`config.mk`:
```
export PLATFORM = sky130hd
export DESIGN_NAME = wbx_arbiter_flat
export DESIGN_NICKNAME = d
export VERILOG_FILES = /design/src/rtl/wbx_pkg.sv /design/src/rtl/wbx_arbiter_if.sv /design/src/rtl/wbx_arb_pick.sv /design/src/rtl/wbx_arbiter.sv /design/src/flat_wrapper.sv
export SDC_FILE = /design/constraint.sdc
export NUM_CORES = 1
export LEC_CHECK = 0
export ABC_CLOCK_PERIOD_IN_PS = 1800
export CAP_MARGIN = 20
export CORE_AREA = 3 3 91 93
export CTS_CLUSTER_SIZE = 40
export DETAILED_ROUTE_END_ITERATION = 10
export DIE_AREA = 0 0 94 96
export PLACE_DENSITY = 0.76
export SYNTH_ARGS = -nofsm -noshare
export SYNTH_HDL_FRONTEND = slang
export SYNTH_SLANG_ARGS = --single-unit
```
`constraint.sdc`:
```
create_clock -name wb_clk_i -period 1.8 [get_ports wb_clk_i]
set_input_delay 0.45 -clock wb_clk_i [delete_from_list [all_inputs] [get_ports wb_clk_i]]
set_output_delay 0.45 -clock wb_clk_i [all_outputs]
set_load 0.01 [all_outputs]
```
`src/rtl/wbx_pkg.sv`:
```
// wbx_pkg: shared FSM state type and bus widths for the Wishbone arbiter
package wbx_pkg;
  typedef enum logic {IDLE, BUSY} state_t;
  localparam int WBX_ADR_W = 16;
  localparam int WBX_DAT_W = 32;
  localparam int WBX_SEL_W = 4;
  localparam int WBX_CNT_W = 4;
endpackage

```
`src/rtl/wbx_arbiter_if.sv`:
```
// wbx_arbiter_if: master-side and interconnect-side Wishbone B4 pipelined signals of the arbiter
interface wbx_arbiter_if
  import wbx_pkg::*;
#(parameter int MASTER_NUM = 2);
  logic [MASTER_NUM-1:0]           wbm_cyc_o;
  logic [MASTER_NUM-1:0]           wbm_stb_o;
  logic [MASTER_NUM-1:0]           wbm_we_o;
  logic [MASTER_NUM*WBX_ADR_W-1:0] wbm_adr_o;
  logic [MASTER_NUM*WBX_SEL_W-1:0] wbm_sel_o;
  logic [MASTER_NUM*WBX_DAT_W-1:0] wbm_dat_o;
  logic [WBX_DAT_W-1:0]            wbm_dat_i;
  logic [MASTER_NUM-1:0]           wbm_ack_i;
  logic [MASTER_NUM-1:0]           wbm_stall_i;
  logic                            wbs_cyc_i;
  logic                            wbs_stb_i;
  logic                            wbs_we_i;
  logic [WBX_ADR_W-1:0]            wbs_adr_i;
  logic [WBX_SEL_W-1:0]            wbs_sel_i;
  logic [WBX_DAT_W-1:0]            wbs_dat_i;
  logic [WBX_DAT_W-1:0]            wbs_dat_o;
  logic                            wbs_stall_o;
  logic                            wbs_ack_o;
  modport slave (
    input  wbm_cyc_o, wbm_stb_o, wbm_we_o, wbm_adr_o, wbm_sel_o, wbm_dat_o,
    output wbm_dat_i, wbm_ack_i, wbm_stall_i,
    output wbs_cyc_i, wbs_stb_i, wbs_we_i, wbs_adr_i, wbs_sel_i, wbs_dat_i,
    input  wbs_dat_o, wbs_stall_o, wbs_ack_o
  );
  modport master (
    output wbm_cyc_o, wbm_stb_o, wbm_we_o, wbm_adr_o, wbm_sel_o, wbm_dat_o,
    input  wbm_dat_i, wbm_ack_i, wbm_stall_i,
    input  wbs_cyc_i, wbs_stb_i, wbs_we_i, wbs_adr_i, wbs_sel_i, wbs_dat_i,
    output wbs_dat_o, wbs_stall_o, wbs_ack_o
  );
endinterface

```
`src/rtl/wbx_arb_pick.sv`:
```
// wbx_arb_pick: first requesting index found searching upward (wrapping) from start
module wbx_arb_pick #(
  parameter int N = 2,
  parameter int IW = $clog2(N)
) (
  input  logic [N-1:0]  req,
  input  logic [IW-1:0] start,
  output logic [IW-1:0] idx,
  output logic          valid
);
  always_comb begin
    idx = '0;
    for (int k = N - 1; k >= 0; k--) idx = req[(int'(start) + k) % N] ? IW'((int'(start) + k) % N) : idx;
  end
  assign valid = |req;
endmodule

```
`src/rtl/wbx_arbiter.sv`:
```
// wbx_arbiter: N:1 Wishbone B4 pipelined arbiter with outstanding limit; WBX_ARB_ROUND_ROBIN_EN selects round-robin over fixed priority
module wbx_arbiter
  import wbx_pkg::*;
#(
  parameter int MASTER_NUM = 2,
  parameter int OUTSTANDING_MAX = 4
) (
  input logic wb_clk_i,
  input logic wb_rst_i,
  wbx_arbiter_if.slave bus
);
  localparam int IW = $clog2(MASTER_NUM);
  state_t state_q, state_d;
  logic [IW-1:0] grant_q, grant_d, start, pick_idx;
  logic [WBX_CNT_W-1:0] cnt_q, cnt_d;
  logic [MASTER_NUM-1:0] onehot;
  logic pick_valid, busy, full, gcyc, stb, fwd_ack, inc, dec, take;
`ifdef WBX_ARB_ROUND_ROBIN_EN
  logic [IW-1:0] ptr_q, ptr_d;
  assign start = IW'((int'(ptr_q) + 1) % MASTER_NUM);
`else
  assign start = '0;
`endif
  wbx_arb_pick #(.N(MASTER_NUM), .IW(IW)) u_pick (
    .req(bus.wbm_cyc_o),
    .start(start),
    .idx(pick_idx),
    .valid(pick_valid)
  );
  assign busy = state_q == BUSY;
  assign full = cnt_q == WBX_CNT_W'(OUTSTANDING_MAX);
  assign gcyc = bus.wbm_cyc_o[grant_q];
  assign onehot = MASTER_NUM'(1) << grant_q;
  assign stb = busy && bus.wbm_stb_o[grant_q] && !full;
  assign fwd_ack = busy && bus.wbs_ack_o;
  assign inc = stb && !bus.wbs_stall_o;
  assign dec = fwd_ack && cnt_q != '0;
  assign take = !busy && pick_valid;
  assign bus.wbs_cyc_i = busy && gcyc;
  assign bus.wbs_stb_i = stb;
  assign bus.wbs_we_i = busy && bus.wbm_we_o[grant_q];
  assign bus.wbs_adr_i = busy ? bus.wbm_adr_o[grant_q*WBX_ADR_W +: WBX_ADR_W] : '0;
  assign bus.wbs_sel_i = busy ? bus.wbm_sel_o[grant_q*WBX_SEL_W +: WBX_SEL_W] : '0;
  assign bus.wbs_dat_i = busy ? bus.wbm_dat_o[grant_q*WBX_DAT_W +: WBX_DAT_W] : '0;
  assign bus.wbm_dat_i = bus.wbs_dat_o;
  assign bus.wbm_ack_i = fwd_ack ? onehot : '0;
  assign bus.wbm_stall_i = ~((busy && !bus.wbs_stall_o && !full) ? onehot : '0);
  always_comb begin
    state_d = busy ? (gcyc ? BUSY : IDLE) : (pick_valid ? BUSY : IDLE);
    grant_d = take ? pick_idx : grant_q;
    cnt_d = (busy && !gcyc) ? '0 : cnt_q + WBX_CNT_W'(inc) - WBX_CNT_W'(dec);
`ifdef WBX_ARB_ROUND_ROBIN_EN
    ptr_d = take ? pick_idx : ptr_q;
`endif
  end
  always_ff @(posedge wb_clk_i) begin
    if (wb_rst_i) begin
      state_q <= IDLE;
      grant_q <= '0;
      cnt_q <= '0;
`ifdef WBX_ARB_ROUND_ROBIN_EN
      ptr_q <= IW'(MASTER_NUM - 1);
`endif
    end else begin
      state_q <= state_d;
      grant_q <= grant_d;
      cnt_q <= cnt_d;
`ifdef WBX_ARB_ROUND_ROBIN_EN
      ptr_q <= ptr_d;
`endif
    end
  end
endmodule

```
`src/flat_wrapper.sv`:
```
// flat-port wrapper written by rule: the top's interface ports become plain ports
module wbx_arbiter_flat import wbx_pkg::*;
#(
  parameter int MASTER_NUM = 2,
  parameter int OUTSTANDING_MAX = 4
)
  (wb_clk_i, wb_rst_i, bus_wbm_cyc_o, bus_wbm_stb_o, bus_wbm_we_o, bus_wbm_adr_o, bus_wbm_sel_o, bus_wbm_dat_o, bus_wbm_dat_i, bus_wbm_ack_i, bus_wbm_stall_i, bus_wbs_cyc_i, bus_wbs_stb_i, bus_wbs_we_i, bus_wbs_adr_i, bus_wbs_sel_i, bus_wbs_dat_i, bus_wbs_dat_o, bus_wbs_stall_o, bus_wbs_ack_o);
  wbx_arbiter_if #(.MASTER_NUM(MASTER_NUM)) bus_i ();
  input logic wb_clk_i;
  input logic wb_rst_i;
  input wire logic [$bits(bus_i.wbm_cyc_o)-1:0] bus_wbm_cyc_o;
  input wire logic [$bits(bus_i.wbm_stb_o)-1:0] bus_wbm_stb_o;
  input wire logic [$bits(bus_i.wbm_we_o)-1:0] bus_wbm_we_o;
  input wire logic [$bits(bus_i.wbm_adr_o)-1:0] bus_wbm_adr_o;
  input wire logic [$bits(bus_i.wbm_sel_o)-1:0] bus_wbm_sel_o;
  input wire logic [$bits(bus_i.wbm_dat_o)-1:0] bus_wbm_dat_o;
  output wire logic [$bits(bus_i.wbm_dat_i)-1:0] bus_wbm_dat_i;
  output wire logic [$bits(bus_i.wbm_ack_i)-1:0] bus_wbm_ack_i;
  output wire logic [$bits(bus_i.wbm_stall_i)-1:0] bus_wbm_stall_i;
  output wire logic [$bits(bus_i.wbs_cyc_i)-1:0] bus_wbs_cyc_i;
  output wire logic [$bits(bus_i.wbs_stb_i)-1:0] bus_wbs_stb_i;
  output wire logic [$bits(bus_i.wbs_we_i)-1:0] bus_wbs_we_i;
  output wire logic [$bits(bus_i.wbs_adr_i)-1:0] bus_wbs_adr_i;
  output wire logic [$bits(bus_i.wbs_sel_i)-1:0] bus_wbs_sel_i;
  output wire logic [$bits(bus_i.wbs_dat_i)-1:0] bus_wbs_dat_i;
  input wire logic [$bits(bus_i.wbs_dat_o)-1:0] bus_wbs_dat_o;
  input wire logic [$bits(bus_i.wbs_stall_o)-1:0] bus_wbs_stall_o;
  input wire logic [$bits(bus_i.wbs_ack_o)-1:0] bus_wbs_ack_o;
  assign bus_i.wbm_cyc_o = bus_wbm_cyc_o;
  assign bus_i.wbm_stb_o = bus_wbm_stb_o;
  assign bus_i.wbm_we_o = bus_wbm_we_o;
  assign bus_i.wbm_adr_o = bus_wbm_adr_o;
  assign bus_i.wbm_sel_o = bus_wbm_sel_o;
  assign bus_i.wbm_dat_o = bus_wbm_dat_o;
  assign bus_wbm_dat_i = bus_i.wbm_dat_i;
  assign bus_wbm_ack_i = bus_i.wbm_ack_i;
  assign bus_wbm_stall_i = bus_i.wbm_stall_i;
  assign bus_wbs_cyc_i = bus_i.wbs_cyc_i;
  assign bus_wbs_stb_i = bus_i.wbs_stb_i;
  assign bus_wbs_we_i = bus_i.wbs_we_i;
  assign bus_wbs_adr_i = bus_i.wbs_adr_i;
  assign bus_wbs_sel_i = bus_i.wbs_sel_i;
  assign bus_wbs_dat_i = bus_i.wbs_dat_i;
  assign bus_i.wbs_dat_o = bus_wbs_dat_o;
  assign bus_i.wbs_stall_o = bus_wbs_stall_o;
  assign bus_i.wbs_ack_o = bus_wbs_ack_o;
  wbx_arbiter #(.MASTER_NUM(MASTER_NUM), .OUTSTANDING_MAX(OUTSTANDING_MAX)) u_core (.wb_clk_i(wb_clk_i), .wb_rst_i(wb_rst_i), .bus(bus_i));
endmodule
```
==> results of run 1 <==
[what timing repair did]
action	CTS	global route
setup buffers	14	3
pin swaps	7	5
endpoints found under the setup margin	62	39
cloned	3	1
endpoints found under the hold margin	0	0
resized for setup	249	11
[layer usage]
layer	wire (um)	share of wire (%)
met3	689	10
met2	3570	53
met1	2280	34
met5	0	0
met4	153	2.3
[cells in the mapped netlist, drive strengths merged]
cell	count
nor2	61
mux2i	55
buf	42
inv	9
dfxtp	6
ha	6
a211oi	3
a21oi	3
clkbuf	3
a21o	2
and3	2
nand2	2
fa	1
nand2b	1
nor2b	1
o21ai	1
or3	1
xor2	1
[cell families (layout without fill, tap and decap cells)]
| logic type | Yosys count | count (layout) |
|---|---|---|
| flops | 6 | 6 |
| fa+ha+maj | 7 | 7 |
| buf+inv | 54 | 220 |
| simple gates | 68 | 68 |
| xor+xnor | 1 | 1 |
| mux | 55 | 55 |
| compound gates | 9 | 9 |
[worst reg2reg max path, stage by stage (launching register included)]
cell and delay (ns):
dfxtp_4 0.35, buf_6 0.13, buf_16 0.12, buf_6 0.11
mux2i_4 0.18, buf_6 0.12, nor2b_4 0.11, ha_4 0.14
inv_2 0.03, fa_2 0.51, nor2_1 0.04
[stage by stage]
step | instance area [sq um] | power, mW | hold WS [ns]
after CTS | 3220 | 1.36 | 0.696
after global placement | 3190 | 1.07 | 0.674
after detailed placement | 3190 | 1.09 | 0.687
after floorplan | 1510 | 0.647 | 0.528
final | 3290 | 1.38 | 0.700
after global routing | 3290 | 1.48 | 0.751
[area by class of cell]
type                    instances  area, sq um
clock buffers                   4         45.0
fillers                       803         4310
repair buffers                207         1900
well taps                     102          128
flip-flops and latches          6          125
inverters                       9         36.3
multi-input cells             140         1060
[registers in the layout, summed over array words and instances (netlist names)]
name            cells
u_core.busy         1
u_core.cnt_q        4
u_core.grant_q      1
[power breakdown]
part	leakage [nW]	switching [mW]	total, mW	internal [mW]
Sequential	0.0503	0.0155	0.172	0.157
Clock	0.0228	0.0757	0.230	0.154
Combinational	1.36	0.383	0.982	0.599
[worst min path at each step]
stage / from / end
final: u_core.busy / u_core.cnt_q[0]
after global routing: u_core.busy / u_core.cnt_q[2]
after CTS: u_core.cnt_q[3] / u_core.cnt_q[3]
after detailed placement: u_core.cnt_q[3] / u_core.cnt_q[3]
after global placement: u_core.cnt_q[3] / u_core.cnt_q[3]
after floorplan: wb_rst_i / u_core.grant_q
==> results.yml, run 1 <==
worst_setup_path:
  start_kind: "register"
  r2r_slack_ns: -0.14
  slowest_delay_ns: 0.51
  cp.buffers_inverters: 5
  arrival_ns: 2.06
  crit_type: "reg -> reg"
  worstSetupStartpoint: "u_core.grant_q"
  critPathRequiredTime_ns: 1.92
  crit_path_end_kind: "register"
  rr_worst_depth: 10
  cp.depth: 10
  crit_path_end: "u_core.cnt_q[1]"
  cp_common_cell: "buf_6"
  cpMaxStageDelayCell: "fa_2"
  crit_fanout: 4
  critPathTopFamily: "adder cells"
  timing.rr.end: "u_core.cnt_q[1]"
  r2r_start: "u_core.grant_q"
  crit_chain: "buf_6 > buf_16 > buf_6 > mux2i_4 > buf_6 > nor2b_4 > ha_4 > inv_2 > fa_2 > nor2_1"
clock_tree:
  cts_buffers: 3
  clk_pin_slew_ns: 0.04
  htreeDepth: 1
  clock_sinks: 6
  clock_latency_ns: 0.23
  cts_tree: "built"
  cts_buffer_depth: 2
  cts_root_buf: "clkbuf_8"
  postCtsHoldBufs: 0
layout:
  stdcell_count: 468
  layout_common_cells: "clkdlybuf4s50_1 (111), nor2_1 (59), buf_2 (58)"
  drive_gt1_share_pct: 32.2
  fin_util_pct: 43.3
  area_growth_pct: 122
  nNetsFinal: 520
  diodes: 0
  final_common_cell: "clkdlybuf4s50_1"
sta:
  finalSetupTns_ns: -1.53
  fin_ws_ns: -0.140
  rsz0062_at_grt: "yes"
  finalHoldViolCount: 0
  slew_viol_final: 0
  finalSetupViolCount: 25
  period_share_pct: 108
  fin_skew_ns: 0.00232
  period_minus_slack_ns: 1.94
  relSlewSlack_pct: 83.6
  max_clock_freq_mhz: 516
  worstMarginPinSlew_ns: 0.243
floorplanning:
  rows: 32
  start_util_pct: 19.5
  core_sq_um: 7610
  dieArea_sq_um: 9020
  dieWidth_um: 94
  fp.dieH_um: 96
  ios: 237
job:
  drv_cap: 0
global_route:
  gr-usage-met2_pct: 26.0
  met3_usage_pct: 3.28
  grt_pass1_wl_mm: 9.63
  track_usage_pct: 13.3
  grt_max_degree: 32
  met1_usage_pct: 13.6
  grt_pass1_vias: 1980
  antenna_found_initial: 0
  grt_overflow: 0
  busiest_layer: "met2"
detailed_routing:
  drt-pass1-iter-count: 4
  drt_iter0_markers: 19
  avgViaCountPerCell: 4.12
  drc: 0
  antenna_left: 0
  route.vias.total: 1926
  post_drt_wl_per_cell_um: 14.3
  routed_wl_mm: 6.69
yosys:
  synth.distinct_cells: 23
  ys_top_cells_by_area: "mux2i_1 (37%), buf_4 (18%), nor2_1 (15%)"
  syn_nets: 353
  synth_mux_area_share_pct: 37.1
  synth_top_cell_by_area: "mux2i_1"
  synth_top_family_by_area: "multiplexers"
  ys_seq_area_share_pct: 8.09
  synthCells: 200
  yosysWarnings: 0
  synth_xor_xnor_area_share_pct: 0.590
  avgSynthCellArea_sq_um: 7.43
  synth_compound_area_share_pct: 4.21
  synth_fa_ha_area_share_pct: 6.40
  synthSimpleGateAreaFrac_pct: 18.4
  synth-seq-cells: 6
  yosysTopAreaCellShare_pct: 37.1
  netlist_area_sq_um: 1490
run_status:
  violations: "negative setup slack"
  status: "complete, but fails checks"
min_path:
  hp-class: "reg -> reg"
  hold_path_depth: 2
placement:
  dp_slack_ns: -0.511
  gp_congestion: 0.790
  post-dp-hpwl_mm: 5.20
  portBuffers: 172
  placed_cells: 444
power:
  p_leak_nw: 1.43
  power.density_nw_per_um2: 420
  ir_drop_v: 0.000492
Power figures use the tool's default switching activity.
==> inputs of run 2 (changes only) <==
CORE_AREA = 3 3 92 94   (was 3 3 91 93)
DIE_AREA = 0 0 95 97   (was 0 0 94 96)
DONT_BUFFER_PORTS = 1   (was not set)
PLACE_DENSITY = 0.34   (was 0.76)
==> results.yml, run 2 (synthesis results as in run 1) <==
power:
  p_leak_nw: 0.609
  power.density_nw_per_um2: 589
  finalPower_mw: 0.997
  ir_drop_v: 0.000319
detailed_routing:
  antenna_left: 0
  route.vias.total: 1273
  routed_wl_mm: 4.74
  avgViaCountPerCell: 4.47
  drc: 0
  drt_iter0_markers: 51
  drt-pass1-iter-count: 4
  post_drt_wl_per_cell_um: 16.6
worst_setup_path:
  crit_path_end_kind: "register"
  crit_type: "reg -> reg"
  start_kind: "register"
  r2r_slack_ns: 0.005
  crit_fanout: 2
  cp.buffers_inverters: 2
  cpMaxStageDelayCell: "fa_2"
  slowest_delay_ns: 0.50
  crit_chain: "inv_2 > ha_4 > a211oi_2 > nor2b_4 > ha_4 > inv_2 > fa_2 > nor2_1"
  arrival_ns: 1.90
  critPathTopFamily: "adder cells"
  critPathRequiredTime_ns: 1.91
layout:
  area_growth_pct: 13.9
  stdcell_count: 285
  final_common_cell: "nor2_1"
  nFillCells: 863
  layout_common_cells: "nor2_1 (58), mux2i_1 (51), buf_4 (21)"
  seqCellArea_sq_um: 128
  largest-register: "u_core.cnt_q"
  diodes: 0
  fin_util_pct: 21.9
  multi_input_area_sq_um: 1130
  drive_gt1_share_pct: 31.7
  largest_reg_flops: 4
  nNetsFinal: 337
sta:
  hold_slack_ns: 0.299
  period_share_pct: 99.7
  slew_viol_final: 0
  worstMarginPinSlew_ns: 0.314
  finalHoldViolCount: 0
  fin_skew_ns: 0.000177
  fin_ws_ns: 0.00497
  max_clock_freq_mhz: 557
  rsz0062_at_grt: "yes"
  period_minus_slack_ns: 1.80
  finalSetupViolCount: 0
  relSlewSlack_pct: 79.1
global_route:
  grt_pass1_vias: 1220
  grt_max_degree: 33
  grt_pass1_wl_mm: 6.43
  grt_overflow: 0
  antenna_found_initial: 0
  track_usage_pct: 8.72
floorplanning:
  start_util_pct: 19.2
  dieWidth_um: 95
  ios: 237
  rows: 32
  core_sq_um: 7730
  dieArea_sq_um: 9220
  fp.dieH_um: 97
clock_tree:
  cts_buffer_depth: 2
  cts_tree: "built"
  clock_sinks: 6
  htreeDepth: 1
  cts_buffers: 3
  clk_pin_slew_ns: 0.04
  cts_root_buf: "clkbuf_8"
  clock_latency_ns: 0.22
  postCtsHoldBufs: 0
run_status:
  status: "finished clean"
min_path:
  hp-class: "in -> reg"
placement:
  dp_slack_ns: -0.0839
  portBuffers: 0
  post-dp-hpwl_mm: 3.84
  placed_cells: 270
  gp_congestion: 0.669
job:
  drv_cap: 0
==> run 2: cell count changes in the layout (fill, tap and decap cells not counted), sizes merged <==
| cell | previous run | this run |
|---|---|---|
| buf | 92 | 24 |
| clkbuf | 6 | 4 |
| clkdlybuf4s50 | 111 | 0 |
| dlygate4sd2 | 2 | 0 |
==> run 2: path summary, 6_finish.rpt <==
| check | cells past startpoint | startpoint | end |
|---|---|---|---|
| setup reg to reg | 8 | u_core.cnt_q[3] | u_core.cnt_q[1] |
| hold reg to reg | 2 | u_core.busy | u_core.cnt_q[3] |
| hold / removal | 1 | wb_rst_i | u_core.grant_q |
| setup / recovery | 8 | u_core.cnt_q[3] | u_core.cnt_q[1] |
==> run 2: cell type report <==
cell class,instances,area share [%]
flip-flops and latches,6,7.54
inverters,9,2.00
repair buffers,24,13.2
clock buffers,4,2.66
multi-input cells,140,67.0
well taps,102,7.54
==> run 2: what timing repair did <==
item | CTS | global route
buffers inserted | 2 | 9
resized for setup | 12 | 16
cloned | 1 | 0
pin swaps | 6 | 1
setup endpoints to repair | 11 | 12
endpoints found under the hold margin | 0 | 0
==> run 2: where the power goes <==
| group | internal [mW] | switching [mW] | total [mW] |
|---|---|---|---|
| Combinational | 0.288 | 0.315 | 0.603 |
| Sequential | 0.158 | 0.0239 | 0.182 |
| Clock | 0.152 | 0.0589 | 0.211 |
| Total | 0.598 | 0.398 | 0.997 |
==> run 2: worst reg2reg max path: cells and delay by family (launching register included) <==
kind	cells	cell delay, ns
AO/OA/AOI/OAI	1	0.24
flip-flops	1	0.31
adder cells (fa/ha/maj)	3	0.80
buffers and inverters	2	0.09
AND/OR/NAND/NOR	2	0.24
==> run 2: routing by layer <==
metal  GRT usage [%]  share of wire (%)
met5               0                  0
met4            1.66               0.32
met3            2.18                 12
met2            17.0                 55
met1            9.16                 33
==> run 2: metrics by stage <==
step           area [sq um]  setup TNS (ns)
2_1_floorplan          1510        -0.00975
3_3_place_gp           1410          -0.235
3_5_place_dp           1410          -0.209
4_1_cts                1570         -0.0130
5_1_grt                1690          -0.202
6_report               1690               0
==> inputs of run 3 (changes only) <==
ABC_CLOCK_PERIOD_IN_PS = 2200   (was 1800)
PLACE_DENSITY = 0.33   (was 0.34)
clock period = 2.2 ns   (was 1.8 ns; I/O delays follow)
==> results.yml, run 3 (synthesis results as in run 1) <==
layout:
  drive_gt1_share_pct: 9.04
  diodes: 0
  nFillCells: 866
  layout_common_cells: "nor2_1 (61), mux2i_1 (55), inv_1 (8)"
  final_common_cell: "nor2_1"
  area_growth_pct: -6.74
  largest_reg_flops: 4
  nNetsFinal: 320
  largest-register: "u_core.cnt_q"
  fin_util_pct: 17.9
floorplanning:
  fp.dieH_um: 97
  core_sq_um: 7730
  dieArea_sq_um: 9220
  dieWidth_um: 95
  ios: 237
  start_util_pct: 19.2
  rows: 32
worst_setup_path:
  cp.buffers_inverters: 2
  critPathTopFamily: "adder cells"
  crit_path_end_kind: "register"
  slowest_delay_ns: 0.35
  cpMaxStageDelayCell: "or3_1"
  critPathRequiredTime_ns: 2.36
  r2r_start: "u_core.cnt_q[2]"
  arrival_ns: 2.09
  r2r_slack_ns: 0.27
  crit_type: "reg -> reg"
  crit_chain: "inv_1 > ha_1 > a21oi_1 > ha_1 > inv_1 > ha_1 > and3_4 > or3_1 > a21oi_2"
  rr_worst_depth: 9
  crit_fanout: 2
  timing.rr.end: "u_core.cnt_q[3]"
  cp.depth: 9
  cp_common_cell: "ha_1"
  start_kind: "register"
clock_tree:
  htreeDepth: 1
  cts_buffers: 3
  clock_latency_ns: 0.22
  clock_sinks: 6
  cts_root_buf: "clkbuf_8"
  clk_pin_slew_ns: 0.04
  post-cts-setup-buffer-count: 0
  cts_buffer_depth: 2
  postCtsHoldBufs: 0
  cts-resized-gates: 0
  cts_tree: "built"
placement:
  portBuffers: 0
  post-dp-hpwl_mm: 3.39
  gp_congestion: 0.696
power:
  power.density_nw_per_um2: 491
  ir_drop_v: 0.000292
  p_leak_nw: 0.485
detailed_routing:
  antenna_left: 0
  post_drt_wl_per_cell_um: 15.0
  drc: 0
  route.vias.total: 1172
  avgViaCountPerCell: 4.37
  routed_wl_mm: 4.02
  drt_iter0_markers: 23
  drt-pass1-iter-count: 5
sta:
  worstMarginPinSlew_ns: 0.313
  rsz0062_at_grt: "no"
  slew_viol_final: 0
  max_clock_freq_mhz: 518
  period_share_pct: 87.7
  relSlewSlack_pct: 79.1
  finalHoldViolCount: 0
  finalSetupViolCount: 0
  finalSetupTns_ns: 0
  fin_skew_ns: 0.00216
  period_minus_slack_ns: 1.93
  hold_slack_ns: 0.389
global_route:
  grt_overflow: 0
  antenna_found_initial: 0
  grt_pass1_vias: 1140
  grt_pass1_wl_mm: 5.73
  grt_max_degree: 36
  track_usage_pct: 7.60
min_path:
  hold_path_depth: 1
  hp-class: "in -> reg"
  hold_path_end: "u_core.grant_q"
  hold_start: "wb_rst_i"
job:
  drv_cap: 0
run_status:
  status: "finished clean"
run 3: metrics by stage:
stage,power (mW),instance area [sq um],setup slack (ns),std cells
5_1_grt,0.750,1390,0.140,268
4_1_cts,0.696,1390,0.241,268
3_3_place_gp,0.507,1340,0.226,264
6_report,0.681,1390,0.270,268
2_1_floorplan,0.515,1490,0.313,200
3_5_place_dp,0.506,1340,0.223,264
run 3: metal layers:
metal	track usage, %	vias up	wire (um)
met1	9.17	518	1490
met2	13.2	89	2050
met3	2.33	8	458
met4	1.33	0	20
li1	-	557	-
met5	0	-	0
run 3: cell type report:
| class | instances | area, sq um | area share, % |
|---|---|---|---|
| clock buffers | 4 | 45.0 | 3.25 |
| inverters | 9 | 33.8 | 2.44 |
| multi-input cells | 140 | 990 | 71.5 |
| flip-flops and latches | 6 | 124 | 8.94 |
| well taps | 102 | 128 | 9.21 |
| repair buffers | 7 | 65.1 | 4.70 |
run 3: worst max-delay path by stage:
stage                          startpoint               end  slack, ns
after global routing      u_core.cnt_q[2]   u_core.cnt_q[3]       0.14
after CTS                  u_core.grant_q  bus_wbs_sel_i[3]       0.24
after global placement      bus_wbs_ack_o   u_core.cnt_q[2]       0.23
final                     u_core.cnt_q[2]   u_core.cnt_q[3]       0.27
after detailed placement    bus_wbs_ack_o   u_core.cnt_q[3]       0.22
after floorplan             bus_wbs_ack_o   u_core.cnt_q[3]       0.31
run 3: worst register-to-register path, stage by stage (launching register included):
cell     delay (ns)
dfxtp_1        0.32
inv_1          0.06
ha_1           0.20
a21oi_1        0.13
ha_1           0.20
inv_1          0.05
ha_1           0.27
and3_4         0.15
or3_1          0.35
a21oi_2        0.13
run 3: power breakdown:
group	switching [mW]	internal, mW	leakage (nW)
Clock	0.0547	0.125	0.0228
Combinational	0.210	0.149	0.412
Sequential	0.0138	0.127	0.0498
Total	0.279	0.402	0.485
